==> config.mk <==
export PLATFORM = sky130hd
export DESIGN_NAME = uart_rx_frame
export DESIGN_NICKNAME = d
export VERILOG_FILES = /design/src/rtl/uart_rx_frame.sv
export SDC_FILE = /design/constraint.sdc
export NUM_CORES = 1
export LEC_CHECK = 0
export ABC_AREA = 1
export CORE_AREA = 4 4 96 98
export DETAILED_ROUTE_END_ITERATION = 10
export DIE_AREA = 0 0 100 102
export PLACE_DENSITY_LB_ADDON = 0.3
export RECOVER_POWER = 50
export SLEW_MARGIN = 20
export SYNTH_ARGS = -nofsm -noshare
export SYNTH_HDL_FRONTEND = slang
export SYNTH_SLANG_ARGS = --single-unit
export TNS_END_PERCENT = 30
==> constraint.sdc <==
create_clock -name clk -period 2.6 [get_ports clk]
set_clock_uncertainty 0.1 [all_clocks]
set_input_delay 0.52 -clock clk [delete_from_list [all_inputs] [get_ports clk]]
set_output_delay 0.52 -clock clk [all_outputs]
set_load 0.005 [all_outputs]
==> src/rtl/uart_rx_frame.sv <==
// 8E1 UART receiver: 2-flop synced RxD, OVERSAMPLE-x ticks, mid-bit sampling; Rx_VALID strobes 1 clk
// after the stop sample (168 ticks after the start edge). No backpressure: each strobe must be taken.
module uart_rx_frame #(
  parameter int OVERSAMPLE = 16,
  parameter int CLK_HZ     = 100_000_000
) (
  input  logic       clk,
  input  logic       reset,
  input  logic [2:0] baud_select,
  input  logic       Rx_EN,
  input  logic       RxD,
  output logic [7:0] Rx_DATA,
  output logic       Rx_PERROR,
  output logic       Rx_FERROR,
  output logic       Rx_VALID
);

  localparam int TW = $clog2(OVERSAMPLE);
  localparam logic [TW-1:0] MID_LAST = TW'(OVERSAMPLE / 2 - 1);
  localparam logic [TW-1:0] BIT_LAST = TW'(OVERSAMPLE - 1);

  // Rounded clk/(OVERSAMPLE*baud); at 100 MHz this gives 20833,5208,1302,651,326,163,109,54.
  function automatic logic [14:0] div_for(input int baud);
    int d;
    d = (CLK_HZ + (OVERSAMPLE * baud) / 2) / (OVERSAMPLE * baud);
    if (d < 1) d = 1;
    return 15'(d);
  endfunction

  localparam logic [14:0] DIV0 = div_for(300);
  localparam logic [14:0] DIV1 = div_for(1200);
  localparam logic [14:0] DIV2 = div_for(4800);
  localparam logic [14:0] DIV3 = div_for(9600);
  localparam logic [14:0] DIV4 = div_for(19200);
  localparam logic [14:0] DIV5 = div_for(38400);
  localparam logic [14:0] DIV6 = div_for(57600);
  localparam logic [14:0] DIV7 = div_for(115200);

  typedef enum logic [2:0] {IDLE, START, DATA, PARITY, STOP} state_t;

  state_t        state, state_nx;
  logic          rx_meta, rxs, rxs_d;
  logic [14:0]   div_val, div_cnt;
  logic          tick, bit_tick, fall;
  logic [TW-1:0] tick_cnt;
  logic [2:0]    bit_cnt;
  logic [7:0]    shreg;
  logic          perr, vld_q;
  logic          start_det, smp_start_ok, smp_data, smp_par, smp_stop;

  always_ff @(posedge clk or posedge reset) begin
    if (reset) begin
      rx_meta <= 1'b1;
      rxs     <= 1'b1;
      rxs_d   <= 1'b1;
    end else begin
      rx_meta <= RxD;
      rxs     <= rx_meta;
      rxs_d   <= rxs;
    end
  end

  assign fall = rxs_d & ~rxs;

  always_comb begin
    div_val = DIV0;
    case (baud_select)
      3'd0: div_val = DIV0;
      3'd1: div_val = DIV1;
      3'd2: div_val = DIV2;
      3'd3: div_val = DIV3;
      3'd4: div_val = DIV4;
      3'd5: div_val = DIV5;
      3'd6: div_val = DIV6;
      default: div_val = DIV7;
    endcase
  end

  // >= rather than == so a mid-frame baud change to a smaller divisor cannot strand the counter.
  assign tick = Rx_EN && (div_cnt >= div_val - 15'd1);

  always_ff @(posedge clk or posedge reset) begin
    if (reset)                             div_cnt <= '0;
    else if (!Rx_EN || start_det || tick)  div_cnt <= '0;
    else                                   div_cnt <= div_cnt + 15'd1;
  end

  assign bit_tick = tick && (tick_cnt == ((state == START) ? MID_LAST : BIT_LAST));

  always_ff @(posedge clk or posedge reset) begin
    if (reset)                        tick_cnt <= '0;
    else if (!Rx_EN || state == IDLE) tick_cnt <= '0;
    else if (bit_tick)                tick_cnt <= '0;
    else if (tick)                    tick_cnt <= tick_cnt + 1'b1;
  end

  always_ff @(posedge clk or posedge reset) begin
    if (reset) state <= IDLE;
    else       state <= state_nx;
  end

  always_comb begin
    state_nx = state;
    if (!Rx_EN) begin
      state_nx = IDLE;
    end else begin
      case (state)
        IDLE:    if (fall) state_nx = START;
        START:   if (bit_tick) state_nx = rxs ? IDLE : DATA;
        DATA:    if (bit_tick && bit_cnt == 3'd7) state_nx = PARITY;
        PARITY:  if (bit_tick) state_nx = STOP;
        STOP:    if (bit_tick) state_nx = IDLE;
        default: state_nx = IDLE;
      endcase
    end
  end

  always_comb begin
    start_det    = (state == IDLE) && Rx_EN && fall;
    smp_start_ok = (state == START) && bit_tick && !rxs;
    smp_data     = (state == DATA) && bit_tick;
    smp_par      = (state == PARITY) && bit_tick;
    smp_stop     = (state == STOP) && bit_tick;
  end

  always_ff @(posedge clk or posedge reset) begin
    if (reset) begin
      bit_cnt   <= '0;
      shreg     <= '0;
      perr      <= 1'b0;
      Rx_DATA   <= 8'h00;
      Rx_PERROR <= 1'b0;
      Rx_FERROR <= 1'b0;
      vld_q     <= 1'b0;
    end else begin
      vld_q <= 1'b0;
      if (start_det) begin
        Rx_PERROR <= 1'b0;
        Rx_FERROR <= 1'b0;
      end
      if (smp_start_ok) bit_cnt <= '0;
      if (smp_data) begin
        shreg[bit_cnt] <= rxs;
        bit_cnt        <= bit_cnt + 3'd1;
      end
      if (smp_par) perr <= (^shreg) ^ rxs;
      if (smp_stop) begin
        Rx_DATA   <= shreg;
        Rx_PERROR <= perr;
        Rx_FERROR <= ~rxs;
        vld_q     <= ~perr & rxs;
      end
    end
  end

  // Dropping the enable suppresses a strobe already registered in the same cycle.
  assign Rx_VALID = vld_q & Rx_EN;

endmodule

==> flow_metrics.tcl <==
set metrics [dict create \
    synth_area_um2 2890 \
    slew_headroom 0.319 \
    io_pins 18 \
    core_area_um2 8470 \
    vdd_drop_max_mv 0.235 \
    wire_per_inst_um 11.8 \
    vias 2466 \
    crit_path_start "baud_select[0]" \
    antenna_left 0 \
    syn_inst 359 \
    synth_flop_cell "dfrtp_1" \
    hold_start "rx_meta$_DFF_PP1_" \
    cts_tree "yes" \
    p_sw_uw 520 \
    area_delta_synth_final_pct 30.6 \
    min_period_over_period 1.09 \
    p_per_area_nw_per_um2 428 \
    start_kind "input port" \
    clkTransAtPathRegs_ns 0.09 \
    cts_buffers 5 \
    num_rows 34 \
    synthTopCellsByCount "nand2_1, dfrtp_1, inv_1" \
    max_freq_mhz 352 \
    antenna_cells 0 \
    gp_congestion 0.856 \
    yosys_warnings 0 \
    criticalPathCategory "in -> reg" \
    power_frac_comb 0.221 \
    cp_max_fo 5 \
    clockBufferDepth 2 \
    wl_met1_um 2670 \
    start_util 0.341 \
    met3_length_um 166 \
    antenna_found_initial 0 \
    die_h_um 102 \
    yosysTopAreaCell "dfrtp_1" \
    numClockSinks 48 \
    cp.required_ns 2.68 \
    gr-total-overflow 0 \
    drive_gt1_frac 0.268 \
    critPathCaptureType "flop" \
    nets 444 \
    postLayoutCellArea_um2 3770 \
    clkLatencyLatePin_ns 0.30 \
    cts_root_buf "clkbuf_8" \
    min_path_type "reg -> reg" \
    portBuffers 17 \
    via_per_inst 4.69 \
    tightest_slew_ns 1.02 \
    power_frac_seq 0.498 \
    regToRegStartpoint "div_cnt[6]$_DFF_PP0_" \
    tns_ns -6.01 \
    power.internal_uw 1090 \
    slew_viol_final 0 \
    grt_max_degree 41 \
    ys_seq_area_frac 0.417 \
    netlist.area_leader.share 0.390 \
    timing.final.hold_violations 0 \
    synth.distinct_cells 36 \
    maxUsedRoutingLayer "met4" \
    grt_pass1_vias 2469 \
    grt_pass1_wl_um 10800 \
    ys_top_cells_by_area "dfrtp_1, nand2_1, ha_1" \
    synthMostInstantiatedCell "nand2_1" \
    status "finished, violations left" \
    place_hpwl_um 4510 \
    swShare 0.322 \
    first_pass_iters 4 \
    rsz0062_at_grt "yes" \
    setup_viol 44 \
    p_leak_uw 0.00181 \
    grtUsageTotal 0.130 \
    ys_ff_latch 48 \
    synth_edf_count 0 \
    violations "setup timing" \
    setup_ws_ns -0.243 \
    maxCapViolations 0 \
    clock_power_share 0.281 \
    worstPathArrival_ns 2.92 \
    synthArstFlopShare 1.00 \
    placed_cell_area_um2 3490 \
    drtIter0Drc 100 \
    synth.avg_cell_area_um2 8.04 \
    die_width_um 100 \
    route.detailed.drc 0 \
    place_ws_ns -1.12 \
    period_needed_ns 2.84 \
    dieArea_um2 10200 \
    met2_length_um 3290 \
    h-tree-depth 2 \
    drt-total-wl_um 6200 \
]
layout by cell type, fill, tap and decap left out, types with 6 or more instances in the layout:
master,Yosys,routed
dfrtp_1,45,45
nand2_1,93,89
nor3b_2,0,6
clkdlybuf4s50_1,0,12
xor2_1,7,7
nor2_1,34,30
o21ai_1,7,13
ha_1,20,19
buf_4,0,30
xnor2_1,7,7
a21oi_1,10,8
nand3_2,2,10
inv_1,36,31
nand3_1,31,23
nor2_2,12,13
nand2_2,3,7
state kept, by name, indices dropped and copies added (netlist names):
name / cells
div_cnt: 15
Rx_DATA: 8
shreg: 8
tick_cnt: 4
bit_cnt: 3
state: 3
Rx_FERROR: 1
Rx_PERROR: 1
perr: 1
rx_meta: 1
rxs: 1
rxs_d: 1
vld_q: 1
power groups by stage:
stage	Clock (uW)	Sequential (uW)	Combinational, uW
3_5_place_dp	0	818	319
2_1_floorplan	0	808	222
4_1_cts	476	804	351
5_1_grt	509	809	411
3_3_place_gp	0	817	316
6_report	453	804	357
stage by stage:
stage | utilization | power (uW) | hold WS (ns) | instances
floorplan | - | 1030 | 0.245 | 360
global placement | 0.413 | 1130 | 0.247 | 507
detailed placement | 0.413 | 1140 | 0.249 | 507
CTS | 0.444 | 1630 | 0.262 | 526
global route | 0.445 | 1730 | 0.268 | 526
finish | 0.445 | 1610 | 0.261 | 526
path summary, 6_finish.rpt:
kind	endpoint	slack [ns]	cells after the start
min	rxs$_DFF_PP1_	0.26	0
max	shreg[7]$_DFFE_PP0P_	-0.24	22
min in group asynchronous	div_cnt[6]$_DFF_PP0_	0.51	2
max in group asynchronous	tick_cnt[3]$_DFFE_PP0P_	0.60	3
max reg2reg	shreg[7]$_DFFE_PP0P_	0.45	13
min reg2reg	rxs$_DFF_PP1_	0.26	0
worst max-delay path, cell delays in order:
cell      delay, ns
buf_8          0.10
buf_6          0.12
nor2_4         0.08
nor2_1         0.04
nor2_1         0.14
nand3b_1       0.15
inv_2          0.06
ha_4           0.16
xor2_1         0.15
ha_1           0.34
nand2_1        0.06
nor2_1         0.08
nand2_1        0.05
nor2_1         0.12
nor2_2         0.06
nand3_4        0.10
nand2_8        0.08
nor2_4         0.17
buf_6          0.13
nand3_2        0.06
nand2_1        0.06
o21ai_1        0.06
cells by family after synthesis:
group / share of synthesized area
buffers and inverters: 0.0637
other: 0.00130
xor gates and xnor gates: 0.0425
adders and majority gates: 0.0867
AOI/OAI and AO/OA: 0.0646
DFF: 0.417
and+or+nand+nor: 0.324
area by class of cell:
cell class | count | area, um^2
fill | 815 | 4700
multi-input combinational | 269 | 1660
sequential | 48 | 1200
timing repair buffer | 55 | 513
inverter | 38 | 163
tap | 108 | 135
clock buffer | 5 | 68.8
clock inverter | 3 | 23.8
what timing repair did:
action	4_1_cts	5_1_grt
setup buffers	11	1
setup endpoints to repair	45	45
pin swaps	14	11
resized for setup	42	8
hold buffers	0	0
routing by layer:
metal | GRT usage | vias up
li1 | - | 1273
met1 | 0.147 | 1159
met2 | 0.247 | 27
met3 | 0.0259 | 7
met4 | 0.0373 | 0
met5 | 0 | -
No activity file was read; power rests on OpenSTA's default activity.
